**config.mk**
```make
export PLATFORM = sky130hd
export DESIGN_NAME = sram_bus_arbiter_flat
export DESIGN_NICKNAME = d
export VERILOG_FILES = /design/src/rtl/sram_bus_arbiter_if.sv /design/src/rtl/sram_bus_arbiter.sv /design/src/flat_wrapper.sv
export SDC_FILE = /design/constraint.sdc
export NUM_CORES = 1
export LEC_CHECK = 0
export CORE_AREA = 5 5 117 119
export DETAILED_ROUTE_END_ITERATION = 7
export DIE_AREA = 0 0 122 124
export PLACE_DENSITY = 0.69
export REMOVE_ABC_BUFFERS = 1
export SYNTH_ARGS = -nofsm -noshare
export SYNTH_HDL_FRONTEND = slang
export SYNTH_SLANG_ARGS = --single-unit
```
**constraint.sdc**
```tcl
create_clock -name clk -period 1.45 [get_ports clk]
set_input_delay 0.29 -clock clk [delete_from_list [all_inputs] [get_ports clk]]
set_output_delay 0.29 -clock clk [all_outputs]
set_load 0.01 [all_outputs]
```
**src/rtl/sram_bus_arbiter_if.sv**
```systemverilog
// Single-port sram bus: a transaction completes in the cycle en=1 and stall=0.
// The master side issues requests, and the slave side answers them.
interface sram_bus_arbiter_if #(
  parameter int ADDR_W = 32,
  parameter int DATA_W = 32,
  parameter int WE_W   = 4
);
  logic              en;
  logic [WE_W-1:0]   we;
  logic [ADDR_W-1:0] addr;
  logic [DATA_W-1:0] data_w;
  logic [DATA_W-1:0] data_r;
  logic              stall;

  modport master (output en, we, addr, data_w, input data_r, stall);
  modport slave  (input en, we, addr, data_w, output data_r, stall);
endinterface

```
**src/rtl/sram_bus_arbiter.sv**
```systemverilog
// Shares one downstream sram port between the instruction and data buses.
// Data has priority. A bounded streak counter makes sure fetch is eventually served.
module sram_bus_arbiter #(
  parameter int ADDR_W       = 32,
  parameter int DATA_W       = 32,
  parameter int WE_W         = 4,
  parameter int MAX_D_STREAK = 4
) (
  input  logic              clk,
  input  logic              rst,
  sram_bus_arbiter_if.slave  i_bus,
  sram_bus_arbiter_if.slave  d_bus,
  sram_bus_arbiter_if.master m_bus
);

  localparam int STREAK_W = $clog2(MAX_D_STREAK + 1);
  localparam logic [STREAK_W-1:0] STREAK_MAX = STREAK_W'(MAX_D_STREAK);

  typedef enum logic [1:0] {
    IDLE  = 2'd0,
    GNT_I = 2'd1,
    GNT_D = 2'd2
  } state_e;

  state_e              state_q, state_d;
  logic [STREAK_W-1:0] streak_q, streak_d;
  logic [STREAK_W-1:0] streak_inc;

  logic              sel_en;
  logic [WE_W-1:0]   sel_we;
  logic [ADDR_W-1:0] sel_addr;
  logic [DATA_W-1:0] sel_data_w;

  assign streak_inc = (streak_q == STREAK_MAX) ? streak_q : streak_q + 1'b1;

  // Grant changes happen only from IDLE. The grant is released when the
  // transaction completes or when the owner withdraws its request.
  always_comb begin
    // NOTE: every comb output gets a default before the case, so no path leaves it unassigned and no latch is inferred.
    state_d  = state_q;
    streak_d = streak_q;
    unique case (state_q)
      IDLE: begin
        if (d_bus.en && i_bus.en && streak_q == STREAK_MAX) begin
          state_d  = GNT_I;
          streak_d = '0;
        end else if (d_bus.en) begin
          state_d  = GNT_D;
          streak_d = i_bus.en ? streak_inc : '0;
        end else if (i_bus.en) begin
          state_d  = GNT_I;
          streak_d = '0;
        end
      end
      GNT_I: if (!i_bus.en || !m_bus.stall) state_d = IDLE;
      GNT_D: if (!d_bus.en || !m_bus.stall) state_d = IDLE;
      default: state_d = IDLE;
    endcase
  end

  // Reset overrides the registered state, so the port is quiet in the reset cycle.
  always_comb begin
    sel_en       = 1'b0;
    sel_we       = '0;
    sel_addr     = '0;
    sel_data_w   = '0;
    i_bus.stall  = i_bus.en;
    d_bus.stall  = d_bus.en;
    i_bus.data_r = '0;
    d_bus.data_r = '0;
    if (!rst) begin
      unique case (state_q)
        GNT_I: begin
          sel_en       = i_bus.en;
          sel_we       = i_bus.we;
          sel_addr     = i_bus.addr;
          sel_data_w   = i_bus.data_w;
          i_bus.stall  = m_bus.stall;
          i_bus.data_r = m_bus.data_r;
        end
        GNT_D: begin
          sel_en       = d_bus.en;
          sel_we       = d_bus.we;
          sel_addr     = d_bus.addr;
          sel_data_w   = d_bus.data_w;
          d_bus.stall  = m_bus.stall;
          d_bus.data_r = m_bus.data_r;
        end
        default: ;
      endcase
    end
  end

  assign m_bus.en     = sel_en;
  assign m_bus.we     = sel_we;
  assign m_bus.addr   = sel_addr;
  assign m_bus.data_w = sel_data_w;

  always_ff @(posedge clk) begin
    // NOTE: registered state uses non-blocking assignments, so every flop samples pre-edge values.
    if (rst) begin
      state_q  <= IDLE;
      streak_q <= '0;
    end else begin
      state_q  <= state_d;
      streak_q <= streak_d;
    end
  end

  a_idle_quiet: assert property (@(posedge clk) (state_q == IDLE) |-> !m_bus.en);
  a_streak_max: assert property (@(posedge clk) streak_q <= STREAK_MAX);
  a_hold_i: assert property (@(posedge clk) disable iff (rst)
    (state_q == GNT_I && i_bus.en && m_bus.stall) |=> state_q == GNT_I);
  a_hold_d: assert property (@(posedge clk) disable iff (rst)
    (state_q == GNT_D && d_bus.en && m_bus.stall) |=> state_q == GNT_D);

endmodule

```
**src/flat_wrapper.sv**
```systemverilog
// flat-port wrapper written by rule: the top's interface ports become plain ports
module sram_bus_arbiter_flat 
#(
  parameter int ADDR_W       = 32,
  parameter int DATA_W       = 32,
  parameter int WE_W         = 4,
  parameter int MAX_D_STREAK = 4
)
  (clk, rst, i_bus_en, i_bus_we, i_bus_addr, i_bus_data_w, i_bus_data_r, i_bus_stall, d_bus_en, d_bus_we, d_bus_addr, d_bus_data_w, d_bus_data_r, d_bus_stall, m_bus_en, m_bus_we, m_bus_addr, m_bus_data_w, m_bus_data_r, m_bus_stall);
  sram_bus_arbiter_if #(.ADDR_W(ADDR_W), .DATA_W(DATA_W), .WE_W(WE_W)) i_bus_i ();
  sram_bus_arbiter_if #(.ADDR_W(ADDR_W), .DATA_W(DATA_W), .WE_W(WE_W)) d_bus_i ();
  sram_bus_arbiter_if #(.ADDR_W(ADDR_W), .DATA_W(DATA_W), .WE_W(WE_W)) m_bus_i ();
  input  logic clk;
  input  logic rst;
  input wire logic [$bits(i_bus_i.en)-1:0] i_bus_en;
  input wire logic [$bits(i_bus_i.we)-1:0] i_bus_we;
  input wire logic [$bits(i_bus_i.addr)-1:0] i_bus_addr;
  input wire logic [$bits(i_bus_i.data_w)-1:0] i_bus_data_w;
  output wire logic [$bits(i_bus_i.data_r)-1:0] i_bus_data_r;
  output wire logic [$bits(i_bus_i.stall)-1:0] i_bus_stall;
  input wire logic [$bits(d_bus_i.en)-1:0] d_bus_en;
  input wire logic [$bits(d_bus_i.we)-1:0] d_bus_we;
  input wire logic [$bits(d_bus_i.addr)-1:0] d_bus_addr;
  input wire logic [$bits(d_bus_i.data_w)-1:0] d_bus_data_w;
  output wire logic [$bits(d_bus_i.data_r)-1:0] d_bus_data_r;
  output wire logic [$bits(d_bus_i.stall)-1:0] d_bus_stall;
  output wire logic [$bits(m_bus_i.en)-1:0] m_bus_en;
  output wire logic [$bits(m_bus_i.we)-1:0] m_bus_we;
  output wire logic [$bits(m_bus_i.addr)-1:0] m_bus_addr;
  output wire logic [$bits(m_bus_i.data_w)-1:0] m_bus_data_w;
  input wire logic [$bits(m_bus_i.data_r)-1:0] m_bus_data_r;
  input wire logic [$bits(m_bus_i.stall)-1:0] m_bus_stall;
  assign i_bus_i.en = i_bus_en;
  assign i_bus_i.we = i_bus_we;
  assign i_bus_i.addr = i_bus_addr;
  assign i_bus_i.data_w = i_bus_data_w;
  assign i_bus_data_r = i_bus_i.data_r;
  assign i_bus_stall = i_bus_i.stall;
  assign d_bus_i.en = d_bus_en;
  assign d_bus_i.we = d_bus_we;
  assign d_bus_i.addr = d_bus_addr;
  assign d_bus_i.data_w = d_bus_data_w;
  assign d_bus_data_r = d_bus_i.data_r;
  assign d_bus_stall = d_bus_i.stall;
  assign m_bus_en = m_bus_i.en;
  assign m_bus_we = m_bus_i.we;
  assign m_bus_addr = m_bus_i.addr;
  assign m_bus_data_w = m_bus_i.data_w;
  assign m_bus_i.data_r = m_bus_data_r;
  assign m_bus_i.stall = m_bus_stall;
  sram_bus_arbiter #(.ADDR_W(ADDR_W), .DATA_W(DATA_W), .WE_W(WE_W), .MAX_D_STREAK(MAX_D_STREAK)) u_core (.clk(clk), .rst(rst), .i_bus(i_bus_i), .d_bus(d_bus_i), .m_bus(m_bus_i));
endmodule
```
After elaboration in Yosys (flattened, before gate mapping)

Index checks and enable logic that the tools add are counted.

Register bits: 5
Bits of input ports: 173
Output and inout bits: 135
Word-level logic and storage cells: 48

$add $sub $neg: 1
Equal/unequal tests: 7
Mux-type cells: 27
Reductions and logical operators: 11

Operator list:

| kind                                                 | count |
|---|---|
| 2-to-1 mux 32 bit                                    | 6 |
| one-hot mux 32 bit (2 select lines)                  | 2 |
| 2-to-1 mux 3 bit                                     | 5 |
| 2-to-1 mux 2 bit                                     | 5 |
| one-hot mux 4 bit (2 select lines)                   | 1 |
| one-hot mux 2 bit (3 select lines)                   | 1 |
| AND reduction 3 bit                                  | 2 |
| 2-to-1 mux 1 bit                                     | 5 |
| 2-to-1 mux 4 bit                                     | 1 |
| != test 2 x 1 -> 1 bit (second input constant)       | 2 |
| != test 4 x 3 -> 1 bit (second input constant)       | 1 |
| != test 4 bit (second input constant)                | 1 |
| adder 3 x 1 -> 3 bit (second input constant)         | 1 |
| equality test 3 bit (second input constant)          | 1 |
| zero test 1 bit                                      | 3 |
| nonzero test 3 bit                                   | 1 |
| equality test 2 x 1 -> 1 bit (second input constant) | 1 |
| equality test 2 bit (second input constant)          | 1 |
| logical AND 1 bit                                    | 2 |
| zero test 2 bit                                      | 1 |
| logical OR 1 bit                                     | 2 |
| one-hot mux 1 bit (2 select lines)                   | 1 |

Longest topological paths before layout

Gate-level depths: netlist of the first run.

Word-level depth: 5
Gate-level depth with buffers: 7
Depth with buffers taken out: 5

Least setup slack after synthesis of the first run

No wires, ideal clock.

Kind: register -> output
Start point: register u_core.state_q[0]
End point: output m_bus_data_w[21]
Arrival: 1275 ps
Required time: 1160 ps
Slack: -115 ps
Stages on the path, launching flop included: 8
Path buffers: 3
Path through: dfxtp_1 -> inv_1 -> ha_1 -> buf_2 -> buf_2 -> buf_2 -> a22oi_1 -> nor2_2

Longest elaborated chain between the ends: 3
Elaborated cells between the ends (all ways): 4
Classes of those cells: eq/ne (2); mux (2)

RTL lines:

| item                                                                       | line                    | source |
|---|---|---|
| start: declaration                                                         | sram_bus_arbiter.sv:25  | `state_e state_q, state_d;` |
| start signal: assignment                                                   | sram_bus_arbiter.sv:105 | `state_q <= state_d;` |
| equality test 2 bit / equality test 2 x 1 -> 1 bit (equally long branches) | sram_bus_arbiter.sv:72  | `unique case (state_q)` |
| one-hot mux 32 bit (2 select lines) (*)                                    | sram_bus_arbiter.sv:72  |  |
| 2-to-1 mux 32 bit (*)                                                      | sram_bus_arbiter.sv:71  | `if (!rst) begin` |
| end: declaration                                                           | flat_wrapper.sv:30      | `output wire logic [$bits(m_bus_i.data_w)-1:0] m_bus_data_w;` |

Mark *: on every way between the ends. The rest lies on a longest branch, timed or not.

Worst setup path in the final report of the first run

Start point: register u_core.state_q[0]
End point: output m_bus_addr[10]

Longest elaborated chain between the ends: 3
Elaborated cells between the ends (all ways): 4
Classes of those cells: eq/ne (2); mux (2)

RTL lines:

| item                                                                       | line                   | source |
|---|---|---|
| equality test 2 bit / equality test 2 x 1 -> 1 bit (equally long branches) | sram_bus_arbiter.sv:72 |  |
| one-hot mux 32 bit (2 select lines) (*)                                    | sram_bus_arbiter.sv:72 |  |
| 2-to-1 mux 32 bit (*)                                                      | sram_bus_arbiter.sv:71 |  |
| end: declaration                                                           | flat_wrapper.sv:29     | `output wire logic [$bits(m_bus_i.addr)-1:0] m_bus_addr;` |

Marks and branches as above.

==> impl_metrics.yaml, run 1 <==
clock_network:
  htreeDepth: 1
  cts_root_buf: "clkbuf_16"
  max-clock-path-buffers: 2
  numCtsBuffers: 3
  cts_tree: "yes"
  clock_sinks: 5
  clk_latency_ns: 0.23
  clk_pin_slew_ns: 0.03
route:
  drc_errors: 0
  firstDrtPassIters: 4
  viasPerCell: 4.575
  wl_mm: 17.86
  drt_iter0_drc: 137
  wl_per_cell_um: 22.81
  final_antenna_net_count: 0
  vias: 3582
hold_path:
  hold_class: "register to register"
  hold_depth: 2
layout:
  syn2layout_area_growth_pct: 292.4
  fin_util: 0.5463
  layout_commonest_cell: "clkdlybuf4s50_1"
  mostFrequentLayoutCells: "171 x clkdlybuf4s50_1, 108 x buf_6, 65 x a22oi_2, 60 x and2_4, 39 x buf_2"
  diodes: 0
  drive_gt1_frac: 0.6334
  design_area_um2: 6810
  fin_nets: 790
logic_synthesis:
  synthAdderAreaFrac: 0.03605
  ys_warn_count: 0
  synth_compound_area_frac: 0.3367
  synth.area.mux_share: 0.01298
  syn_inst: 274
  yosys.area_share.simple: 0.4506
  ys_seq_area_frac: 0.05768
  synth_area_leader_cell: "a22oi_1"
  ys_ff_latch: 5
  ys_types: 26
  yosys-top-cells-area: "a22oi_1 30%, and2_1 23%, nor2_1 13%"
  yosys.area.top_type_share: 0.2985
  synth_area_um2: 1735
  yosys.area_share.xor_xnor: 0
  syn_avg_cell_area_um2: 6.334
  synth_top_family_by_area: "simple AND/OR/NAND/NOR gates"
critical_path:
  reg2reg_depth: 7
  path_depth: 6
  criticalPathCategory: "register to primary output"
  crit_chain: "inv_6 > ha_4 > nand2b_4 > clkbuf_16 > nor2_2 > buf_2"
  crit_path_max_fanout: 7
  path_delay_family: "buffers and inverters"
  cp.required_ns: 1.16
  crit_buf_inv: 3
  critPathMaxStageDelay_ns: 0.37
  end_kind: "primary output"
  crit_arrival_ns: 1.63
  crit_path_start_kind: "register"
  crit_path_top_delay_cell: "dfxtp_4"
timing:
  worst_pin_slew_ns: 0.2661
  hold_viol: 0
  fin_skew_ns: 0.001889
  fin_ws_ns: -0.4660
  fin_crit_ns: 1.916
  slew_headroom: 0.8225
  fmax_mhz: 521.9
  rsz0062_at_grt: "yes"
  finalSetupViolCount: 137
  slew_violations: 0
  timing.final.crit_share: 1.321
placed_design:
  dp_hpwl_mm: 10.19
  portBuffers: 307
  post_dp_cell_area_um2: 5065
  gp_congestion: 0.8769
floorplan:
  die_w_um: 122
  core_um2: 12470
  die_h_um: 124
  floorplan.die_area_um2: 15130
  start_util: 0.1392
  placementRows: 41
  ioPinCount: 308
grt:
  first_global_vias: 3404
  grt_max_degree: 29
  grt.overflow.total: 0
  grt_pass1_wl_mm: 20.20
  antenna_found_initial: 0
  track_usage: 0.1709
job:
  cap_violations: 0
pwr:
  peakVddDrop_v: 0.0008968
  powerDensity_nw_per_um2: 407.1
  power.leakage_nw: 2.651
status:
  status: "finished with violations"
  violations: "negative setup slack"
## worst paths after layout
kind,startpoint,endpoint,slack (ns)
worst max register to register,u_core.state_q[0]$_SDFFE_PP0P_,u_core.state_q[1]$_SDFFE_PP0P_,-0.14
worst min-delay path,u_core.streak_q[0]$_SDFFE_PP0P_,u_core.streak_q[0]$_SDFFE_PP0P_,0.49
worst min register to register,u_core.streak_q[0]$_SDFFE_PP0P_,u_core.streak_q[0]$_SDFFE_PP0P_,0.49
worst max-delay path,u_core.state_q[0]$_SDFFE_PP0P_,m_bus_addr[10],-0.47
## kinds of logic after synthesis
group,after synthesis
simple gates,148
compound gates,79
buf+inv,35
fa+ha+maj,5
flops,5
mux,2
## power by group
group | switching, mW | internal, mW
combinational | 0.908 | 1.25
clock | 0.0885 | 0.364
sequential | 0.0108 | 0.146
## tightest hold or removal path: stages, from the launching register on
cell and delay [ns]:
dfxtp_1 0.32, nand2_1 0.06, a21oi_1 0.06
## routing by layer
| layer | share of wire | vias to the layer above | GRT usage |
|---|---|---|---|
| met5 | 0 | - | 0 |
| met3 | 0.060 | 24 | 0.03588 |
| met1 | 0.40 | 1749 | 0.2062 |
| met2 | 0.52 | 159 | 0.3166 |
| met4 | 0.019 | 0 | 0.02731 |
| li1 | - | 1650 | - |
## flip-flops by register name (all words and copies together) (netlist names)
register and count:
u_core.streak_q 3, u_core.state_q 2
## what timing repair did
item / 4_1_cts / 5_1_grt
gates resized for setup: 664 / 234
pin swaps: 41 / 75
buffers inserted: 10 / 3
hold buffers: 0 / 0
setup endpoints to repair: 137 / 137
cloned: 10 / 24
## through the flow
step	hold slack, ns	power (mW)	std cells	TNS (ns)	worst slack [ns]
global route	0.5133	2.889	783	-59.24	-0.5214
finish	0.4851	2.772	783	-54.05	-0.4660
global placement	0.4563	1.403	736	-89.90	-0.7589
detailed placement	0.4727	1.427	736	-92.42	-0.7701
floorplan	0.3591	0.5547	243	-151.98	-1.474
CTS	0.4877	2.191	759	-49.52	-0.4797
## layout make-up
| cell class | count | area, um^2 |
|---|---|---|
| Fill cell | 1116 | 5655 |
| Multi-Input combinational cell | 235 | 2288 |
| Sequential cell | 5 | 107.6 |
| Clock buffer | 4 | 78.83 |
| Timing Repair Buffer | 363 | 4095 |
| Inverter | 4 | 25.02 |
| Tap cell | 172 | 215.2 |
## cells in the mapped netlist
| cell type | n |
|---|---|
| a21o_1 | 2 |
| a21oi_1 | 3 |
| a22o_1 | 1 |
| a22oi_1 | 69 |
| and2_1 | 65 |
| and2b_1 | 2 |
| and3b_1 | 1 |
| buf_2 | 12 |
| buf_6 | 4 |
| clkbuf_1 | 9 |
| clkbuf_2 | 6 |
| dfxtp_1 | 5 |
| ha_1 | 5 |
| inv_1 | 4 |
| mux2_2 | 2 |
| nand2_1 | 4 |
| nand2b_4 | 1 |
| nand3_1 | 1 |
| nand3b_1 | 1 |
| nand4_1 | 2 |
| nor2_1 | 59 |
| nor2_2 | 10 |
| nor2b_1 | 1 |
| nor3b_1 | 1 |
| o21ai_0 | 2 |
| o32ai_1 | 2 |
Power figures use the tool's default switching activity.
==> run 2, diff against run 1 <==
--- a/config.mk
+++ b/config.mk
@@ -5,7 +5,9 @@
 export SDC_FILE = /design/constraint.sdc
 export NUM_CORES = 1
 export LEC_CHECK = 0
+export ABC_CLOCK_PERIOD_IN_PS = 1450
 export CORE_AREA = 5 5 117 119
+export CTS_BUF_LIST = sky130_fd_sc_hd__clkbuf_8
 export DETAILED_ROUTE_END_ITERATION = 7
 export DIE_AREA = 0 0 122 124
 export PLACE_DENSITY = 0.69
==> run 2 against run 1 <==
Net effect:
- the flow still finishes with violations (negative setup slack)
- sequential share of layout area increased by 0.17 points
- clock skew decreased by 0.0014 ns
- cell count decreased by 1.9%
- core utilization decreased by 6.3 points
==> impl_metrics.yaml, run 2 (same netlist as run 1, synthesis figures left out) <==
job:
  cap_violations: 0
route:
  firstDrtPassIters: 4
  viasPerCell: 4.484
  final_antenna_net_count: 0
  drt_iter0_drc: 110
  wl_mm: 15.75
  drc_errors: 0
  wl_per_cell_um: 20.51
  vias: 3444
layout:
  layout_commonest_cell: "clkdlybuf4s50_1"
  stdcell_count: 768
  mostFrequentLayoutCells: "171 x clkdlybuf4s50_1, 72 x buf_6, 66 x buf_2, 64 x and2_4, 58 x a22oi_2"
  drive_gt1_frac: 0.5621
  fin_util: 0.4831
  largest_register: "u_core.streak_q"
  fin_nets: 775
  nFillCells: 1190
  syn2layout_area_growth_pct: 247.0
  diodes: 0
  design_area_um2: 6022
  largest_register_ffs: 3
  top_regs: "u_core.streak_q (3), u_core.state_q (2)"
critical_path:
  crit_arrival_ns: 1.63
  cp.required_ns: 1.16
  reg2reg_to: "u_core.state_q[1]$_SDFFE_PP0P_"
  crit_path_top_delay_cell: "dfxtp_2"
  crit_chain: "inv_4 > ha_4 > and2b_4 > buf_6 > buf_12 > buf_6 > and2_4 > buf_6"
  critPathMaxStageDelay_ns: 0.35
  cpMostUsedCell: "buf_6"
  crit_end: "d_bus_data_r[2]"
  criticalPathCategory: "register to primary output"
  crit_path_max_fanout: 7
  r2r_slack_ns: -0.07
  r2r-start: "u_core.state_q[0]$_SDFFE_PP0P_"
  reg2reg_depth: 7
  crit_start: "u_core.state_q[0]$_SDFFE_PP0P_"
  crit_path_start_kind: "register"
  end_kind: "primary output"
timing:
  fin_skew_ns: 0.0004611
  fmax_mhz: 521.5
  slew_violations: 0
  fin_crit_ns: 1.918
  rsz0062_at_grt: "yes"
  slew_headroom: 0.8554
  whs_ns: 0.4758
  finalSetupViolCount: 137
  hold_viol: 0
  timing.final.crit_share: 1.323
  fin_ws_ns: -0.4676
  worst_pin_slew_ns: 0.2165
grt:
  grt_pass1_wl_mm: 20.47
  antenna_found_initial: 0
  grt_max_degree: 41
  grt.overflow.total: 0
  track_usage: 0.1745
  first_global_vias: 3434
clock_network:
  cts_root_buf: "clkbuf_8"
  htreeDepth: 1
  clk_pin_slew_ns: 0.03
  max-clock-path-buffers: 2
  clock_sinks: 5
  cts_tree: "yes"
  clk_latency_ns: 0.22
  numCtsBuffers: 3
  ctsHoldBuffers: 0
placed_design:
  gp_congestion: 0.8769
  dp_hpwl_mm: 10.19
  portBuffers: 307
  post_dp_cell_area_um2: 5065
  dpl.cell_count: 736
hold_path:
  hold_class: "register to register"
  hp-start: "u_core.streak_q[0]$_SDFFE_PP0P_"
floorplan:
  die_h_um: 124
  placementRows: 41
  start_util: 0.1392
  floorplan.die_area_um2: 15130
  ioPinCount: 308
  core_um2: 12470
  die_w_um: 122
status:
  violations: "negative setup slack"
  status: "finished with violations"
pwr:
  power.total_mw: 2.233
  power.leakage_nw: 2.473
  powerDensity_nw_per_um2: 370.8
  peakVddDrop_v: 0.0005429
[run 2: changes by cell type in the layout (fill, tap and decap cells not counted), moves of 3 or more]
cell,delta
a22oi_2,-7
and2_1,-4
buf_2,+27
a22oi_1,+7
and2_4,+4
clkbuf_2,+3
buf_16,+6
nor2_4,-37
nor2_2,+3
nor2_1,+34
clkbuf_16,-15
clkbuf_8,+3
buf_6,-36
[run 2: what timing repair did]
action | in CTS | in global routing
setup buffers | 8 | 1
endpoints found under the setup margin | 137 | 138
cloned | 14 | 6
resized for setup | 622 | 164
pin swaps | 31 | 35
[run 2: metal layers]
metal | routed length (um) | part of all wire | track usage
met1 | 6108 | 0.39 | 0.2125
met2 | 8504 | 0.54 | 0.3325
met3 | 984 | 0.062 | 0.02770
met4 | 150 | 0.0095 | 0.01821
met5 | 0 | 0 | 0
[run 2: critical path: cells and delay by family (launching register included)]
kind,cells,cell delay (ns)
flops,1,0.35
buf+inv,5,0.55
fa+ha+maj,1,0.17
simple gates,2,0.33
[run 2: metrics by stage]
step	TNS [ns]	setup WS, ns
finish	-47.22	-0.4676
global route	-54.10	-0.4985
CTS	-51.72	-0.4990
detailed placement	-92.42	-0.7701
global placement	-89.90	-0.7589
floorplan	-151.98	-1.474
[run 2: cell type report]
| class | count | area, um^2 | area share |
|---|---|---|---|
| clock inverters | 1 | 3.754 | 0.0006233 |
| multi-input cells | 234 | 1979 | 0.3287 |
| flip-flops and latches | 5 | 105.1 | 0.01745 |
| clock buffers | 3 | 41.29 | 0.006856 |
| repair buffers | 349 | 3657 | 0.6073 |
| inverters | 4 | 20.02 | 0.003324 |
| well taps | 172 | 215.2 | 0.03574 |
[run 2: worst min path at each step]
stage | endpoint | cells past startpoint
2_1_floorplan | u_core.streak_q[0]$_SDFFE_PP0P_ | 1
3_3_place_gp | u_core.streak_q[0]$_SDFFE_PP0P_ | 2
3_5_place_dp | u_core.streak_q[0]$_SDFFE_PP0P_ | 2
4_1_cts | u_core.streak_q[0]$_SDFFE_PP0P_ | 2
5_1_grt | u_core.streak_q[1]$_SDFFE_PP0P_ | 2
6_report | u_core.streak_q[0]$_SDFFE_PP0P_ | 2
[run 2: power breakdown]
part	switching [mW]	total [mW]	internal [mW]
logic	0.724	1.83	1.11
registers	0.00798	0.154	0.146
clock network	0.0675	0.249	0.181
total	0.799	2.23	1.43
==> run 3, diff against run 2 <==
--- a/config.mk
+++ b/config.mk
@@ -6,11 +6,14 @@
 export NUM_CORES = 1
 export LEC_CHECK = 0
 export ABC_CLOCK_PERIOD_IN_PS = 1450
-export CORE_AREA = 5 5 117 119
+export CELL_PAD_IN_SITES_DETAIL_PLACEMENT = 1
+export CELL_PAD_IN_SITES_GLOBAL_PLACEMENT = 1
+export CORE_ASPECT_RATIO = 1.2
+export CORE_UTILIZATION = 10
 export CTS_BUF_LIST = sky130_fd_sc_hd__clkbuf_8
 export DETAILED_ROUTE_END_ITERATION = 7
-export DIE_AREA = 0 0 122 124
-export PLACE_DENSITY = 0.69
+export PLACE_DENSITY = 0.85
+export RECOVER_POWER = 100
 export REMOVE_ABC_BUFFERS = 1
 export SYNTH_ARGS = -nofsm -noshare
 export SYNTH_HDL_FRONTEND = slang
==> run 3 against run 2 <==
Net effect:
- the flow still finishes with violations (negative setup slack)
- global-route usage decreased by 1.6 points
- sequential cell count unchanged
- critical path depth increased by 1
- core utilization decreased by 8.5 points
- register-to-register slack got worse by 0.17 ns
- sequential power about the same
- critical endpoint is now m_bus_addr[5]
- largest power group unchanged
==> impl_metrics.yaml, run 3 (same netlist as run 1, synthesis figures left out) <==
timing:
  fin_skew_ns: 0.003557
  finalSetupViolCount: 137
  slew_violations: 0
  fmax_mhz: 493.7
  timing.final.crit_share: 1.397
  rsz0062_at_grt: "yes"
  worst_pin_slew_ns: 0.2498
  fin_crit_ns: 2.025
  slew_headroom: 0.8329
  hold_viol: 0
  fin_ws_ns: -0.5753
  whs_ns: 0.4728
floorplan:
  ioPinCount: 308
  placementRows: 52
  die_h_um: 146.3
  floorplan.die_area_um2: 17890
  core_um2: 16920
  die_w_um: 122.3
  start_util: 0.1026
critical_path:
  crit_path_start_kind: "register"
  crit_chain: "buf_6 > ha_4 > buf_12 > buf_8 > buf_6 > buf_6 > a22oi_2 > nor2_1 > buf_2"
  cp.required_ns: 1.16
  crit_path_top_delay_cell: "dfxtp_4"
  crit_start: "u_core.state_q[0]$_SDFFE_PP0P_"
  r2r-start: "u_core.state_q[0]$_SDFFE_PP0P_"
  crit_arrival_ns: 1.74
  end_kind: "primary output"
  crit_path_max_fanout: 4
  cpMostUsedCell: "buf_6"
  critPathMaxStageDelay_ns: 0.35
  criticalPathCategory: "register to primary output"
grt:
  antenna_found_initial: 0
  track_usage: 0.1587
  grt.overflow.total: 0
  grt_pass1_wl_mm: 21.82
  grt_max_degree: 17
  first_global_vias: 3913
pwr:
  power.leakage_nw: 2.790
  p_seq_frac: 0.061
  power_frac_comb: 0.837
  p_switching_mw: 0.8867
  powerDensity_nw_per_um2: 372.4
  power.total_mw: 2.505
  peakVddDrop_v: 0.0005364
  p_sw_frac: 0.3539
  clkPwrFrac: 0.101
  intPower_mw: 1.618
layout:
  top_regs: "u_core.streak_q (3), u_core.state_q (2)"
  largest_register: "u_core.streak_q"
  drive_gt1_frac: 0.6216
  largest_register_ffs: 3
  mostFrequentLayoutCells: "171 x clkdlybuf4s50_1, 120 x buf_6, 66 x a22oi_2, 64 x and2_4, 55 x buf_2"
  layout_commonest_cell: "clkdlybuf4s50_1"
  stdcell_count: 874
  diodes: 0
  fin_util: 0.3977
  fin_nets: 837
  design_area_um2: 6728
  syn2layout_area_growth_pct: 287.7
clock_network:
  cts_tree: "yes"
  max-clock-path-buffers: 2
  clock_sinks: 5
  clk_latency_ns: 0.23
  cts_root_buf: "clkbuf_8"
  clk_pin_slew_ns: 0.04
  htreeDepth: 1
  numCtsBuffers: 3
placed_design:
  dpl.cell_count: 816
  dp_hpwl_mm: 10.54
  portBuffers: 307
  post_dp_cell_area_um2: 5390
  gp_congestion: 0.7478
route:
  firstDrtPassIters: 4
  drt_iter0_drc: 46
  wl_met2_mm: 9.225
  top_layer_used: "met4"
  wl_mm: 16.08
  wl_per_cell_um: 18.40
  wl_met1_mm: 5.555
  drc_errors: 0
  viasPerCell: 4.183
  final_antenna_net_count: 0
  dr_wl_met3_mm: 1.083
  vias: 3656
status:
  status: "finished with violations"
  violations: "negative setup slack"
job:
  cap_violations: 0
hold_path:
  hold_class: "register to register"
  hp-start: "u_core.streak_q[0]$_SDFFE_PP0P_"
-- run 3: per-stage QoR --
step                      TNS (ns)  setup WS [ns]
after floorplan            -151.98         -1.474
after global placement      -99.45        -0.7752
after detailed placement   -104.54        -0.8422
after CTS                   -72.26        -0.8052
after global routing        -65.78        -0.6244
final                       -58.67        -0.5753
-- run 3: worst max-delay path, delay by kind of cell (launching register included) --
family / cells / cell delay (ns)
fa+ha+maj: 1 / 0.17
flops: 1 / 0.35
simple gates: 1 / 0.08
compound gates: 1 / 0.18
buf+inv: 6 / 0.74
-- run 3: cell type report --
cell class                 instances  area (um^2)
tap                              216        270.3
clock buffer                       3        41.29
inverter                           4        20.02
timing repair buffer             410         4198
multi-input combinational        235         2090
clock inverter                     1        3.754
sequential                         5        105.1
fill                            1956        10190
-- run 3: worst paths after layout --
kind | cells after the start | slack (ns) | endpoint
hold / removal | 2 | 0.47 | u_core.streak_q[0]$_SDFFE_PP0P_
hold reg to reg | 2 | 0.47 | u_core.streak_q[0]$_SDFFE_PP0P_
setup / recovery | 9 | -0.58 | m_bus_addr[5]
setup reg to reg | 8 | -0.24 | u_core.state_q[1]$_SDFFE_PP0P_
-- run 3: what timing repair did --
action,4_1_cts,5_1_grt
gates resized for setup,567,305
hold buffers,0,0
endpoints found under the setup margin,138,138
pin swaps,27,112
cloned,10,3
buffers inserted,37,16
-- run 3: routing by layer --
layer,vias to the layer above,track usage
li1,1727,-
met1,1736,0.1636
met2,174,0.3191
met3,19,0.02930
met4,0,0.03354
met5,-,0
-- run 3: power by group through the flow --
stage	registers [mW]	clock network (mW)	logic, mW
after floorplan	0.151	0	0.404
after global routing	0.155	0.280	2.21
final	0.154	0.254	2.10
after global placement	0.152	0	1.39
after CTS	0.153	0.263	1.86
after detailed placement	0.153	0	1.42
